--- config.mk ---
export PLATFORM = sky130hd
export DESIGN_NAME = fft_peak_sink
export DESIGN_NICKNAME = d
export VERILOG_FILES = /design/src/rtl/fft_peak_sink.sv
export SDC_FILE = /design/constraint.sdc
export NUM_CORES = 1
export LEC_CHECK = 0
export BUFFER_PORTS_ARGS = -buffer_cell sky130_fd_sc_hd__clkbuf_2
export CORE_MARGIN = 2
export CORE_UTILIZATION = 40
export CTS_BUF_LIST = sky130_fd_sc_hd__clkbuf_16
export CTS_CLUSTER_DIAMETER = 120
export CTS_CLUSTER_SIZE = 20
export DETAILED_ROUTE_END_ITERATION = 10
export PLACE_DENSITY = 0.62
export SETUP_SLACK_MARGIN = 0.15
export SLEW_MARGIN = 20
export SYNTH_ARGS = -nofsm -noshare
export SYNTH_HDL_FRONTEND = slang
export SYNTH_SLANG_ARGS = --single-unit
--- constraint.sdc ---
create_clock -name aclk -period 2.8 [get_ports aclk]
set_input_delay 0.42 -clock aclk [delete_from_list [all_inputs] [get_ports aclk]]
set_output_delay 0.42 -clock aclk [all_outputs]
set_load 0.02 [all_outputs]
--- src/rtl/fft_peak_sink.sv ---
// fft_peak_sink
//   Consumes fixed-length FFT output frames and reports the bin with the
//   largest L1 magnitude (|re|+|im|) once per frame.
//
// Ports
//   aclk, areset            clock, asynchronous active-high reset
//   cfg_log2n               log2 frame length, captured on beat 0 (clamped 3..MAX_LOG2N)
//   s_axis_data_*           sample stream {imag, real}; tlast is only checked
//   m_axis_peak_tdata       {index[15:0], 15'b0, magnitude[32:0]}
//   m_axis_peak_tuser       {tlast_unexpected, tlast_missing}
//   m_axis_peak_tvalid/ready result handshake
//   event_tlast_*           single-cycle pulses, one cycle after the offending beat
//   frame_count             results accepted downstream (wrapping)
module fft_peak_sink #(
  parameter int DATA_W    = 32,
  parameter int MAX_LOG2N = 12
) (
  input  logic                  aclk,
  input  logic                  areset,
  input  logic [3:0]            cfg_log2n,
  input  logic [2*DATA_W-1:0]   s_axis_data_tdata,
  input  logic                  s_axis_data_tvalid,
  output logic                  s_axis_data_tready,
  input  logic                  s_axis_data_tlast,
  output logic [63:0]           m_axis_peak_tdata,
  output logic [1:0]            m_axis_peak_tuser,
  output logic                  m_axis_peak_tvalid,
  input  logic                  m_axis_peak_tready,
  output logic                  event_tlast_unexpected,
  output logic                  event_tlast_missing,
  output logic [15:0]           frame_count
);

  localparam int CNT_W = MAX_LOG2N;
  localparam int MAG_W = DATA_W + 1;
  localparam int PAD_W = 64 - 16 - MAG_W;

  typedef enum logic [1:0] {
    IDLE,
    COLLECT,
    RESULT
  } state_t;

  state_t             state_q, state_d;
  logic [CNT_W-1:0]   cnt_q, cnt_d;
  logic [CNT_W-1:0]   last_q, last_d;
  logic [MAG_W-1:0]   peak_mag_q, peak_mag_d;
  logic [CNT_W-1:0]   peak_idx_q, peak_idx_d;
  logic               sticky_unexp_q, sticky_unexp_d;
  logic               missing_q, missing_d;
  logic               tready_q, tready_d;
  logic               tvalid_q, tvalid_d;
  logic               ev_unexp_q, ev_unexp_d;
  logic               ev_miss_q, ev_miss_d;
  logic [15:0]        frame_cnt_q, frame_cnt_d;

  logic [3:0]         log2n_eff;
  logic [CNT_W-1:0]   last_new;
  logic [MAG_W-1:0]   mag;
  logic               data_xfer;
  logic               peak_xfer;
  logic               is_last;

  // Sign-extend by one bit before negating so that the most negative
  // input maps to +2^(DATA_W-1) without overflow.
  function automatic logic [MAG_W-1:0] abs_ext(input logic [DATA_W-1:0] v);
    logic [MAG_W-1:0] e;
    e = {v[DATA_W-1], v};
    return e[MAG_W-1] ? -e : e;
  endfunction

  assign mag       = abs_ext(s_axis_data_tdata[DATA_W-1:0]) +
                     abs_ext(s_axis_data_tdata[2*DATA_W-1:DATA_W]);
  assign data_xfer = s_axis_data_tvalid && tready_q;
  assign peak_xfer = tvalid_q && m_axis_peak_tready;
  assign is_last   = (cnt_q == last_q);

  // Last beat index for the clamped frame length: (2^log2n_eff) - 1.
  always_comb begin
    log2n_eff = cfg_log2n;
    if (cfg_log2n < 4'd3) begin
      log2n_eff = 4'd3;
    end else if (cfg_log2n > 4'(MAX_LOG2N)) begin
      log2n_eff = 4'(MAX_LOG2N);
    end
    last_new = '0;
    for (int unsigned i = 0; i < CNT_W; i++) begin
      last_new[i] = (i < {28'd0, log2n_eff});
    end
  end

  always_comb begin
    state_d        = state_q;
    cnt_d          = cnt_q;
    last_d         = last_q;
    peak_mag_d     = peak_mag_q;
    peak_idx_d     = peak_idx_q;
    sticky_unexp_d = sticky_unexp_q;
    missing_d      = missing_q;
    tvalid_d       = tvalid_q;
    frame_cnt_d    = frame_cnt_q;
    ev_unexp_d     = 1'b0;
    ev_miss_d      = 1'b0;

    case (state_q)
      IDLE: begin
        // Beat 0 always loads the peak; N >= 8 so it is never the last beat.
        if (data_xfer) begin
          last_d         = last_new;
          cnt_d          = CNT_W'(1);
          peak_mag_d     = mag;
          peak_idx_d     = '0;
          sticky_unexp_d = s_axis_data_tlast;
          ev_unexp_d     = s_axis_data_tlast;
          missing_d      = 1'b0;
          state_d        = COLLECT;
        end
      end
      COLLECT: begin
        if (data_xfer) begin
          if (mag > peak_mag_q) begin
            peak_mag_d = mag;
            peak_idx_d = cnt_q;
          end
          if (is_last) begin
            cnt_d     = '0;
            tvalid_d  = 1'b1;
            missing_d = !s_axis_data_tlast;
            ev_miss_d = !s_axis_data_tlast;
            state_d   = RESULT;
          end else begin
            cnt_d = cnt_q + 1'b1;
            if (s_axis_data_tlast) begin
              sticky_unexp_d = 1'b1;
              ev_unexp_d     = 1'b1;
            end
          end
        end
      end
      RESULT: begin
        if (peak_xfer) begin
          tvalid_d       = 1'b0;
          frame_cnt_d    = frame_cnt_q + 1'b1;
          sticky_unexp_d = 1'b0;
          missing_d      = 1'b0;
          state_d        = IDLE;
        end
      end
      default: state_d = IDLE;
    endcase

    // Registered ready follows the next state, so it is low during reset,
    // rises on the first edge after reset and drops with the final beat.
    tready_d = (state_d != RESULT);
  end

  always_ff @(posedge aclk or posedge areset) begin
    if (areset) begin
      state_q        <= IDLE;
      cnt_q          <= '0;
      last_q         <= '0;
      peak_mag_q     <= '0;
      peak_idx_q     <= '0;
      sticky_unexp_q <= 1'b0;
      missing_q      <= 1'b0;
      tready_q       <= 1'b0;
      tvalid_q       <= 1'b0;
      ev_unexp_q     <= 1'b0;
      ev_miss_q      <= 1'b0;
      frame_cnt_q    <= '0;
    end else begin
      state_q        <= state_d;
      cnt_q          <= cnt_d;
      last_q         <= last_d;
      peak_mag_q     <= peak_mag_d;
      peak_idx_q     <= peak_idx_d;
      sticky_unexp_q <= sticky_unexp_d;
      missing_q      <= missing_d;
      tready_q       <= tready_d;
      tvalid_q       <= tvalid_d;
      ev_unexp_q     <= ev_unexp_d;
      ev_miss_q      <= ev_miss_d;
      frame_cnt_q    <= frame_cnt_d;
    end
  end

  assign s_axis_data_tready     = tready_q;
  assign m_axis_peak_tvalid     = tvalid_q;
  assign m_axis_peak_tdata      = {{(16-CNT_W){1'b0}}, peak_idx_q, {PAD_W{1'b0}}, peak_mag_q};
  assign m_axis_peak_tuser      = {sticky_unexp_q, missing_q};
  assign event_tlast_unexpected = ev_unexp_q;
  assign event_tlast_missing    = ev_miss_q;
  assign frame_count            = frame_cnt_q;

endmodule

; ---- Word level (Yosys, flattened, before mapping)
; Index checks and enable logic that the tools add are counted.
[word_totals]
in_bits = 73
wordCells = 99
register_bits = 93
[op_classes]
add_sub_neg = 5
order_cmp = 15
n_reduce_logical = 14
eq_ne = 11
n_mux = 42
[op_table]
columns = cell, n
row1 = 33-bit two-way mux, 5
row2 = 12-bit two-way mux, 6
row3 = 33-bit negation, 2
row4 = 33-bit case mux with 2 select lines, 1
row5 = 12-bit case mux with 2 select lines, 2
row6 = 33-bit adder, 1
row7 = 33-bit > comparator, 1
row8 = 1-bit two-way mux, 17
row9 = 16-bit by 1-bit adder with 16-bit output (second input constant), 1
row10 = 3-bit by 4-bit less-than comparator with 1-bit output (first input constant), 4
row11 = 4-bit less-than comparator (first input constant), 4
row12 = 2-bit != test (second input constant), 8
row13 = 12-bit by 1-bit adder with 12-bit output (second input constant), 1
row14 = 12-bit equality test, 1
row15 = 1-bit by 4-bit less-than comparator with 1-bit output (first input constant), 2
row16 = 2-bit by 4-bit less-than comparator with 1-bit output (first input constant), 2
row17 = 2-bit two-way mux, 4
row18 = 4-bit two-way mux, 2
row19 = 4-bit AND reduction, 2
row20 = 1-bit case mux with 3 select lines, 2
row21 = 2-bit case mux with 3 select lines, 1
row22 = 6-bit AND reduction, 1
row23 = 5-bit AND reduction, 1
row24 = 4-bit > comparator (second input constant), 1
row25 = 11 further kinds, 15

; ---- Depth between registers and ports, before layout
[logic_depth]
word_depth = 7
depth_mapped = 27
mapped_depth_nobuf = 25

; ---- Worst setup path after synthesis
; OpenSTA, ideal clock, no wires.
[synth_path]
kind = input port to flip-flop
start = in s_axis_data_tdata[12]
end = reg peak_mag_q[10]
setup_ps = 125
stages = 24
slack_ps = -3068
n_path_buf = 3
t_required_ps = 2675
arrival_ps = 5743
cell_sequence = or4_4 > nor4_2 > and2b_1 > nand2b_1 > or3_1 > o31ai_1 > xnor2_1 > ha_1 > buf_2 > nand3_1 > or4_1 > a211oi_1 > nor3_1 > a211oi_1 > xor2_1 > ha_1 > o21ai_0 > nor2_1 > or3_1 > a311oi_1 > a21o_1 > clkbuf_1 > buf_2 > mux2_2
[synth_between]
elab_chain_len = 6
[synth_rtl]
columns = item, line_no
row1 = from (decl), 21  ; input logic [2*DATA_W-1:0] s_axis_data_tdata,
row2 = 33-bit negation, 69  ; return e[MAG_W-1] ? -e : e;
row3 = 33-bit two-way mux *, 69
row4 = 33-bit adder *, 72  ; assign mag = abs_ext(s_axis_data_tdata[DATA_W-1:0]) +
row5 = via mag[31], 59  ; logic [MAG_W-1:0] mag;
row6 = 33-bit > comparator *, 121  ; if (mag > peak_mag_q) begin
row7 = 2-bit != test (no line) *, n/a
row8 = 4-bit AND reduction (no line) *, n/a
row9 = to (signal assigned), 175  ; peak_mag_q <= peak_mag_d;
row10 = to (decl), 47  ; logic [MAG_W-1:0] peak_mag_q, peak_mag_d;
; Mark *: on every way through the listed nets, which the timed path passes. The rest lies on a longest branch.
; A chain may end at the register's enable or synchronous reset.

; ---- Worst setup path after layout
[layout_path]
start = in s_axis_data_tdata[12]
end = reg peak_mag_q[27]
; The elaborated chain is that of the path after synthesis.

==> results.toml <==
[die]
die_y_um = 146
core_um2 = 19600
initial_utilization_pct = 40.9
io_pins = 159
die_x_um = 146
die_area_um2 = 21200
fp-row-count = 51

[flow_run]
maxCapViolations = 0

[yosys]
synth-simple-area-share_pct = 18.3
synth-async-reset-ratio_pct = 100
ys_seq_elements = 93
postSynthCellCount = 932
synth_compound_area_share_pct = 17.6
synth-edff-count = 0
synth_xor_area_share_pct = 12.3
synthMuxAreaShare_pct = 4.62
synth_warnings = 0
synthFlopType = "dfrtp_1"
yosysUniqueCellTypes = 68
synth_top_family_by_area = "simple AND/OR/NAND/NOR gates"
synthesis.area_um2 = 8020
synth_fa_ha_area_share_pct = 11.6
yosysSeqAreaShare_pct = 29.0
syn_avg_cell_area_um2 = 8.60

[finish]
utilization_pct = 58.1
register_area_um2 = 2330
final_nets = 1432
multi_input_area_um2 = 5510
fillers = 1793
final_common_cell = "buf_4"
final_cell_mix = "buf_4, clkbuf_2, dfrtp_1"
syn2layout_area_growth_pct = 41.8
drive_above_1_share_pct = 37.4

[cts]
clockBufferDepth = 2
clock_latency_ps = 370
cts-root-buf = "clkbuf_16"
ctsHoldBuffers = 0
clk_pin_slew_ps = 90
htreeDepth = 3
clock-sinks = 93
cts_tree = "yes"
cts_inserted_buffers = 9

[sta]
worst_pin_slew_ps = 703
min_period_ps = 5630
tns_ps = -124640
finalSetupViolCount = 45
slew_headroom_pct = 53.0
worst_slack_ps = -2830
period_share_pct = 201
final_hold_viol_count = 0
clock_skew_ps = 14.0
clock.fmax_mhz = 178
rsz0062_at_grt = "yes"
drv_slew = 0

[drt]
viasPerCell = 5.19
drt_wl_total_mm = 23.8
drc = 0
drt_iter0_drc = 394
vias = 8079
firstDrtPassIters = 5
wire_per_inst_um = 15.3
drt.antenna.violating_nets = 0

[pwr]
ir_worst_vdd_mv = 0.473
total_power_mw = 8.59
powerDensity_nw_per_um2 = 755
power.leakage_nw = 5.61

[worst_hold_path]
hold_class = "in -> async"

[status]
violations = "negative setup slack"
outcome = "complete, but fails checks"

[global_route]
grt_pass1_vias = 7834
grt_util_all_layers_pct = 21.6
grt_pass1_wl_mm = 37.6
antenna_found_initial = 3
grt-ovfl-total = 0
grt_max_degree = 73

[setup_path]
worstPathArrival_ps = 5870
required_ps = 3050
worstPathCellList = "buf_8 -> or4_4 -> nor4_4 -> and2b_1 -> nand2b_1 -> or3_4 -> o41ai_4 -> xnor2_1 -> ha_1 -> nand3_2 -> or4_4 -> a211oi_4 -> nor3_2 -> a211oi_2 -> xor2_1 -> ha_1 -> o21ai_1 -> nor2_1 -> or3_1 -> a311oi_1 -> a21o_2 -> buf_6 -> buf_12 -> mux2_4"
crit_type = "in -> reg"
cp_max_fo = 6
cp-start-kind = "input port"
cp_slowest_cell = "or4_4"
endpoint_kind = "register"
cp_slowest_stage_delay_ps = 560

[place]
portBuffers = 139
dp_hpwl_mm = 19.1
gp_congestion = 0.946
==> power by group <==
group,internal [mW],switching [mW]
combinational,2.61,2.67
sequential,1.71,0.307
clock,0.642,0.650
total,4.96,3.63
==> flip-flops by register name, summed over array words and instances (netlist names) <==
| signal | cells |
|---|---|
| event_tlast_unexpected | 1 |
| s_axis_data_tready | 1 |
| frame_count | 16 |
| peak_idx_q | 12 |
| cnt_q | 12 |
| event_tlast_missing | 1 |
| missing_q | 1 |
| sticky_unexp_q | 1 |
| peak_mag_q | 33 |
| m_axis_peak_tvalid | 1 |
| last_q | 12 |
| state_q | 2 |
==> logic make-up after synthesis <==
kind of cell             after synthesis
AO/OA/AOI/OAI                        220
XOR/XNOR                             113
adder cells (fa/ha/maj)               74
buffers and inverters                114
flip-flops                            93
multiplexers                          33
other                                  1
AND/OR/NAND/NOR                      284
==> what timing repair did <==
action / in CTS / in global routing
setup endpoints to repair: 45 / 45
resized for setup: 14 / 50
pin swaps: 1 / 4
cloned: 1 / 3
buffers inserted: 7 / 1
==> through the flow <==
stage	cells	hold WS, ps	setup WS (ps)	instance area (um2)
floorplan	950	455	-2710	8210
global placement	1527	465	-3050	10700
detailed placement	1527	467	-3230	10700
CTS	1551	89.3	-2800	11100
global route	1556	118	-3090	11400
finish	1556	73.7	-2830	11400
==> metal layers <==
metal  global-route usage (%)  part of all wire, %
met5                        0                 0.10
met4                     6.03                  2.0
met3                     3.64                  4.9
met2                     36.9                   48
met1                     28.2                   44
==> synth_stat cells (all sizes together), types with 24 or more instances <==
master   n  share of area, %
a21oi   52               3.4
dfrtp   93                29
nand4   24               1.9
mux2    32               4.5
ha      73                11
nor2    49               2.3
o21ai   67               4.2
clkbuf  25               1.2
xnor2   84               9.2
xor2    29               3.2
inv     58               2.7
nand3   30               1.9
nand2   97               4.6
buf     31               2.5
==> area by class of cell <==
cell class	count	share of cell area, %
tap	265	2.92
timing repair buffer	380	23.4
clock buffer	9	1.98
clock inverter	7	0.803
inverter	58	1.95
sequential	93	20.5
multi-input combinational	743	48.5
antenna	1	0.0220
==> final timing paths <==
path	from	endpoint	slack, ps	depth (start not counted)
worst min register to register	frame_count[15]	frame_count[15]	480	1
max in group asynchronous	areset	peak_mag_q[25]	1980	3
worst max register to register	peak_mag_q[21]	peak_mag_q[27]	160	12
min in group aclk	s_axis_data_tlast	event_tlast_missing	290	2
worst max-delay path	s_axis_data_tdata[12]	peak_mag_q[27]	-2830	24
worst min-delay path	areset	peak_mag_q[14]	70	2
==> critical path: cells and delay by family <==
kind            cells  cell delay, ps
compound gates      6            1260
mux                 1             300
fa+ha+maj           2             630
simple gates       10            2510
xor+xnor            2             360
buf+inv             3             380
No activity file was read; power rests on OpenSTA's default activity.
